**config.mk**
```make
export PLATFORM = sky130hd
export DESIGN_NAME = op2_shift_stage
export DESIGN_NICKNAME = d
export VERILOG_FILES = /design/src/rtl/op2_shift_stage.sv
export SDC_FILE = /design/constraint.sdc
export NUM_CORES = 1
export LEC_CHECK = 0
export CAP_MARGIN = 30
export CORE_ASPECT_RATIO = 1.1
export CORE_UTILIZATION = 48
export DETAILED_ROUTE_END_ITERATION = 8
export PLACE_DENSITY = 0.87
export SYNTH_ARGS = -nofsm -noshare
export SYNTH_HDL_FRONTEND = slang
export SYNTH_SLANG_ARGS = --single-unit
```
**constraint.sdc**
```tcl
create_clock -name clk -period 4 [get_ports clk]
set_input_delay 0.4 -clock clk [delete_from_list [all_inputs] [get_ports clk]]
set_output_delay 0.4 -clock clk [all_outputs]
set_load 0.05 [all_outputs]
```
**src/rtl/op2_shift_stage.sv**
```systemverilog
// ARM operand-2 decode stage in front of an external 32-bit barrel shifter.
// Optional output register enabled by defining OP2_OUTREG_EN (latency 2, else latency 1).
module op2_shift_stage #(
    parameter int          AMT_W     = 8,
    parameter logic [31:0] RESET_OP2 = 32'h0000_0000
) (
    input  logic        clk,
    input  logic        reset,
    input  logic        in_valid,
    output logic        in_ready,
    input  logic        i_bit,
    input  logic [11:0] op_field,
    input  logic [31:0] rm_val,
    input  logic [31:0] rs_val,
    input  logic        c_in,
    output logic [31:0] sh_a,
    output logic [4:0]  sh_shamt5,
    output logic [1:0]  sh_sel,
    input  logic [31:0] sh_y,
    output logic        out_valid,
    input  logic        out_ready,
    output logic [31:0] op2,
    output logic        shift_carry
);

    localparam logic [1:0] SH_LSL = 2'b00;
    localparam logic [1:0] SH_LSR = 2'b01;
    localparam logic [1:0] SH_ASR = 2'b10;
    localparam logic [1:0] SH_ROR = 2'b11;

    // Carry-out of an in-range (1..31) shift, taken straight from the operand bits.
    function automatic logic norm_carry(input logic [1:0] typ, input logic [31:0] rm,
                                        input logic [4:0] n);
        logic [4:0] idx;
        if (typ == SH_LSL)
            idx = 5'd0 - n;
        else
            idx = n - 5'd1;
        return rm[idx];
    endfunction

    logic             vld_p0;
    logic             ibit_p0;
    logic [11:0]      op_p0;
    logic [31:0]      rm_p0;
    logic [AMT_W-1:0] amt_p0;
    logic             cin_p0;

    logic [31:0]      n_ext;
    logic [1:0]       typ;
    logic [31:0]      fix_op2;
    logic             fix_c;

    logic             unused_bits;

    generate
        if (AMT_W < 32) begin : g_rs_unused
            assign unused_bits = ^{rs_val[31:AMT_W], op_p0[3:0]};
        end else begin : g_rs_full
            assign unused_bits = ^op_p0[3:0];
        end
    endgenerate

    // ---- Stage p0: capture operand fields ----
    always_ff @(posedge clk) begin
        if (reset) begin
            vld_p0  <= 1'b0;
            ibit_p0 <= 1'b0;
            op_p0   <= '0;
            rm_p0   <= '0;
            amt_p0  <= '0;
            cin_p0  <= 1'b0;
        end else if (in_ready) begin
            vld_p0 <= in_valid;
            if (in_valid) begin
                ibit_p0 <= i_bit;
                op_p0   <= op_field;
                rm_p0   <= rm_val;
                amt_p0  <= rs_val[AMT_W-1:0];
                cin_p0  <= c_in;
            end
        end
    end

    // ---- Decode, shifter drive and fix-up (combinational from p0) ----
    always_comb begin
        typ       = op_p0[6:5];
        n_ext     = '0;
        sh_a      = rm_p0;
        sh_sel    = typ;
        sh_shamt5 = '0;
        fix_op2   = sh_y;
        fix_c     = 1'b0;

        if (ibit_p0) begin
            sh_a      = {24'b0, op_p0[7:0]};
            sh_shamt5 = {op_p0[11:8], 1'b0};
            sh_sel    = SH_ROR;
            fix_op2   = sh_y;
            fix_c     = (op_p0[11:8] == 4'd0) ? cin_p0 : sh_y[31];
        end else begin
            if (op_p0[4])
                n_ext = 32'(amt_p0);
            else
                n_ext = {27'b0, op_p0[11:7]};
            sh_shamt5 = n_ext[4:0];

            if (n_ext == 32'd0) begin
                // A zero immediate amount re-encodes LSR/ASR #32 and RRX.
                if (!op_p0[4]) begin
                    case (typ)
                        SH_LSL: begin fix_op2 = rm_p0;                  fix_c = cin_p0;    end
                        SH_LSR: begin fix_op2 = '0;                     fix_c = rm_p0[31]; end
                        SH_ASR: begin fix_op2 = {32{rm_p0[31]}};        fix_c = rm_p0[31]; end
                        default: begin fix_op2 = {cin_p0, rm_p0[31:1]}; fix_c = rm_p0[0];  end
                    endcase
                end else begin
                    fix_op2 = rm_p0;
                    fix_c   = cin_p0;
                end
            end else if (n_ext < 32'd32) begin
                fix_op2 = sh_y;
                fix_c   = norm_carry(typ, rm_p0, n_ext[4:0]);
            end else begin
                // Register amounts of 32 and above; only reachable from Rs.
                case (typ)
                    SH_LSL: begin
                        fix_op2 = '0;
                        fix_c   = (n_ext == 32'd32) ? rm_p0[0] : 1'b0;
                    end
                    SH_LSR: begin
                        fix_op2 = '0;
                        fix_c   = (n_ext == 32'd32) ? rm_p0[31] : 1'b0;
                    end
                    SH_ASR: begin
                        fix_op2 = {32{rm_p0[31]}};
                        fix_c   = rm_p0[31];
                    end
                    default: begin
                        if (n_ext[4:0] == 5'd0) begin
                            fix_op2 = rm_p0;
                            fix_c   = rm_p0[31];
                        end else begin
                            fix_op2 = sh_y;
                            fix_c   = norm_carry(SH_ROR, rm_p0, n_ext[4:0]);
                        end
                    end
                endcase
            end
        end
    end

`ifdef OP2_OUTREG_EN
    logic        vld_p1;
    logic [31:0] op2_p1;
    logic        c_p1;

    assign in_ready = !reset && (!vld_p0 || !vld_p1 || out_ready);

    // ---- Stage p1: registered operand 2, held while the consumer stalls ----
    always_ff @(posedge clk) begin
        if (reset) begin
            vld_p1 <= 1'b0;
            op2_p1 <= RESET_OP2;
            c_p1   <= 1'b0;
        end else if (!vld_p1 || out_ready) begin
            vld_p1 <= vld_p0;
            if (vld_p0) begin
                op2_p1 <= fix_op2;
                c_p1   <= fix_c;
            end
        end
    end

    assign out_valid   = vld_p1;
    assign op2         = op2_p1;
    assign shift_carry = c_p1;
`else
    assign in_ready    = !reset && (!vld_p0 || out_ready);
    assign out_valid   = vld_p0;
    assign op2         = fix_op2;
    assign shift_carry = fix_c;
`endif

endmodule
```
==> results_dict.tcl, run 1 <==
set metrics [dict create \
    hold_class "flop to flop" \
    syn_area_per_cell_um2 6.60 \
    r2r-start "out_valid" \
    end_kind "output port" \
    nNetsFinal 1082 \
    drtIter0Drc 834 \
    fill_cells 1060 \
    grt_max_degree 57 \
    antenna_found_initial 0 \
    cp.required_ps 3600 \
    max_freq_ghz 0.260 \
    ys_warn_count 0 \
    grt_pass1_vias 6197 \
    die_w_um 107 \
    leakage_nw 2.97 \
    synthArstFlopShare_pct 0 \
    start_util_pct 49.9 \
    power_density_nw_per_um2 367 \
    drt_pass1_iterations 8 \
    holdPathEnd "op_p0[1]" \
    reg2reg_depth 5 \
    syn_inst 880 \
    ant_nets 0 \
    critPathArrivalTime_ps 3450 \
    fin_skew_ps 4.01 \
    clkSlewWorstSetupHoldPaths_ps 80 \
    synth.distinct_cells 59 \
    clk_latency_ps 300 \
    slew_headroom_pct 35.6 \
    slew_violations 0 \
    n_antenna_cell 0 \
    status "complete, no violations" \
    cts_tree "done" \
    grt_use_total_pct 32.0 \
    wl_mm 20.5 \
    crit_fanout 12 \
    finalHoldViolCount 0 \
    critPathKind "flop to output port" \
    synth_top_cells_by_area "dfxtp_1 19%, nand2_1 12%, a21oi_1 11%, nand3b_1 6.6%, o21ai_0 5.0%" \
    vias 6909 \
    synth_ff_type "dfxtp_1" \
    total_power_mw 2.76 \
    syn_to_final_growth_pct 29.4 \
    synth_top_area_share_pct 19.0 \
    synth_fp_nets 1001 \
    post-route-util_pct 64.5 \
    yosysTopAreaCell "dfxtp_1" \
    die_height_um 117 \
    drcViolationCount 0 \
    synth-seq-cells 55 \
    grt.overflow.total 0 \
    ir_worst_vdd_mv 0.215 \
    ff2ff_setup_slack_ps 2260 \
    coreArea_um2 11600 \
    worst_slack_ps 148 \
    finalSetupViolCount 0 \
    grt_pass1_wl_mm 32.3 \
    fin_crit_sh_pct 96.3 \
    routedWlPerCell_um 18.4 \
    dp_slack_ps 328 \
    drive_above_1_share_pct 13.4 \
    cts_root_buffer "clkbuf_16" \
    syn_area_um2 5810 \
    clock_sinks 55 \
    core.rowCount 41 \
    fin_tns_setup_ps 0 \
    fin_crit_ps 3850 \
    critPathLaunchType "flop" \
    hp-start "op_p0[1]" \
    drv_cap 0 \
    io_buffers 163 \
    ys_seq_area_share_pct 19.0 \
    die-area_um2 12500 \
    hold_path_depth 2 \
    ios 188 \
    gp_congestion 0.953 \
    routed_via_density 6.21 \
    rsz0062_at_grt "no" \
    hpwl_mm 13.5 \
    worstMarginPinSlew_ps 963 \
    cts.htree.levels 2 \
    cts_max_path_buffers 2 \
    r2r-end "op_p0[3]" \
    cts_buffers 5 \
    synth_edf_count 0 \
]
==> layout by cell type (no fill, tap or decap), types with 26 or more instances in the layout <==
cell type        netlist  final
nand2_1              178    176
nand3b_1              51     51
nor2_1                51     51
a21oi_1              127    127
nor2b_1               26     26
o21ai_0               58     42
o22ai_1               46     46
clkdlybuf4s50_1        0    130
dfxtp_1               55     53
buf_4                  7     51
==> critical path, cell delays in order, from the launching register on <==
cell and delay [ps]:
dfxtp_2 490, mux2i_1 160, ha_2 280, xnor2_2 540, mux4_1 370, and2_1 190
a2111oi_2 390, a2111oi_1 120, a211oi_1 300, a211oi_2 100, buf_4 200
==> report_power, final <==
group          leakage, nW  switching [mW]  internal [mW]
Sequential           0.455           0.123          0.588
Clock               0.0746           0.230          0.237
Combinational         2.44           0.970          0.609
==> worst max-delay path by stage <==
stage	from	to	slack, ps
after global routing	op_p0[4]	shift_carry	60
after CTS	op_p0[4]	shift_carry	130
after detailed placement	op_p0[4]	shift_carry	330
after global placement	op_p0[4]	shift_carry	370
final	op_p0[4]	shift_carry	150
after floorplan	op_p0[4]	shift_carry	-230
==> logic make-up (layout without fill, tap and decap cells) <==
logic type | count (synthesis) | after routing | synth area share [%]
xor gates and xnor gates | 5 | 5 | 1.34
muxes | 46 | 46 | 11.1
DFF | 55 | 55 | 19.0
adders and majority gates | 7 | 7 | 1.51
buffers and inverters | 119 | 201 | 8.60
and+or+nand+nor | 347 | 347 | 28.6
AOI/OAI and AO/OA | 301 | 301 | 30.0
==> layout make-up <==
type | count | area, um2 | area share (%)
clock buffer | 5 | 125 | 1.67
clock inverter | 3 | 22.5 | 0.300
inverter | 9 | 33.8 | 0.450
multi-input combinational | 706 | 4300 | 57.3
sequential | 55 | 1110 | 14.7
tap | 150 | 188 | 2.50
timing repair buffer | 184 | 1740 | 23.1
==> through the flow <==
step           cells  hold slack [ps]  instance area (um2)
3_5_place_dp    1103              471                 7340
5_1_grt         1112              513                 7510
6_report        1112              490                 7510
2_1_floorplan    880              446                 5890
3_3_place_gp    1102              459                 7320
4_1_cts         1111              486                 7500
==> registers in the layout (all words and copies together), names as in the netlist <==
signal	count
cin_p0	1
rm_p0	32
op_p0	12
amt_p0	8
ibit_p0	1
out_valid	1
==> timing repair <==
action / in CTS / in global routing
setup buffers: 0 / 1
setup endpoints to repair: 4 / 4
hold buffers: 0 / 0
gates resized for setup: 2 / 2
cloned: 0 / 0
==> Yosys cell counts, types with 5 or more instances <==
master,number
nand3b_1,51
o21ai_1,18
nor3_1,6
buf_1,27
nand2_1,178
ha_1,7
nand3_1,7
a21oi_1,127
mux4_2,11
nor2b_1,26
buf_4,7
a221oi_1,5
mux2_2,12
clkbuf_1,70
o21a_1,6
o21ai_0,58
o22ai_1,46
nand2b_1,6
mux2i_1,21
nor2_1,51
a211oi_1,5
o31ai_1,6
dfxtp_1,55
inv_1,8
==> metal layers <==
layer  share of wire, %  vias to the layer above  track usage [%]
met5                  0                        -                0
met4                4.6                        0             13.7
met3                 10                       81             6.45
met2                 44                      427             50.9
met1                 41                     3116             41.7
li1                   -                     3285                -
(Power assumes the default switching activity.)
==> inputs of run 2 (changes only) <==
- CORE_MARGIN: default -> 1
==> results of run 2 <==
Same layout as run 1: the final DEF is identical, and so are final timing and power.
==> inputs of run 3 (changes only) <==
- CORE_MARGIN: 1 -> default
==> results of run 3 <==
Same layout as run 1: the final DEF is identical, and so are final timing and power.
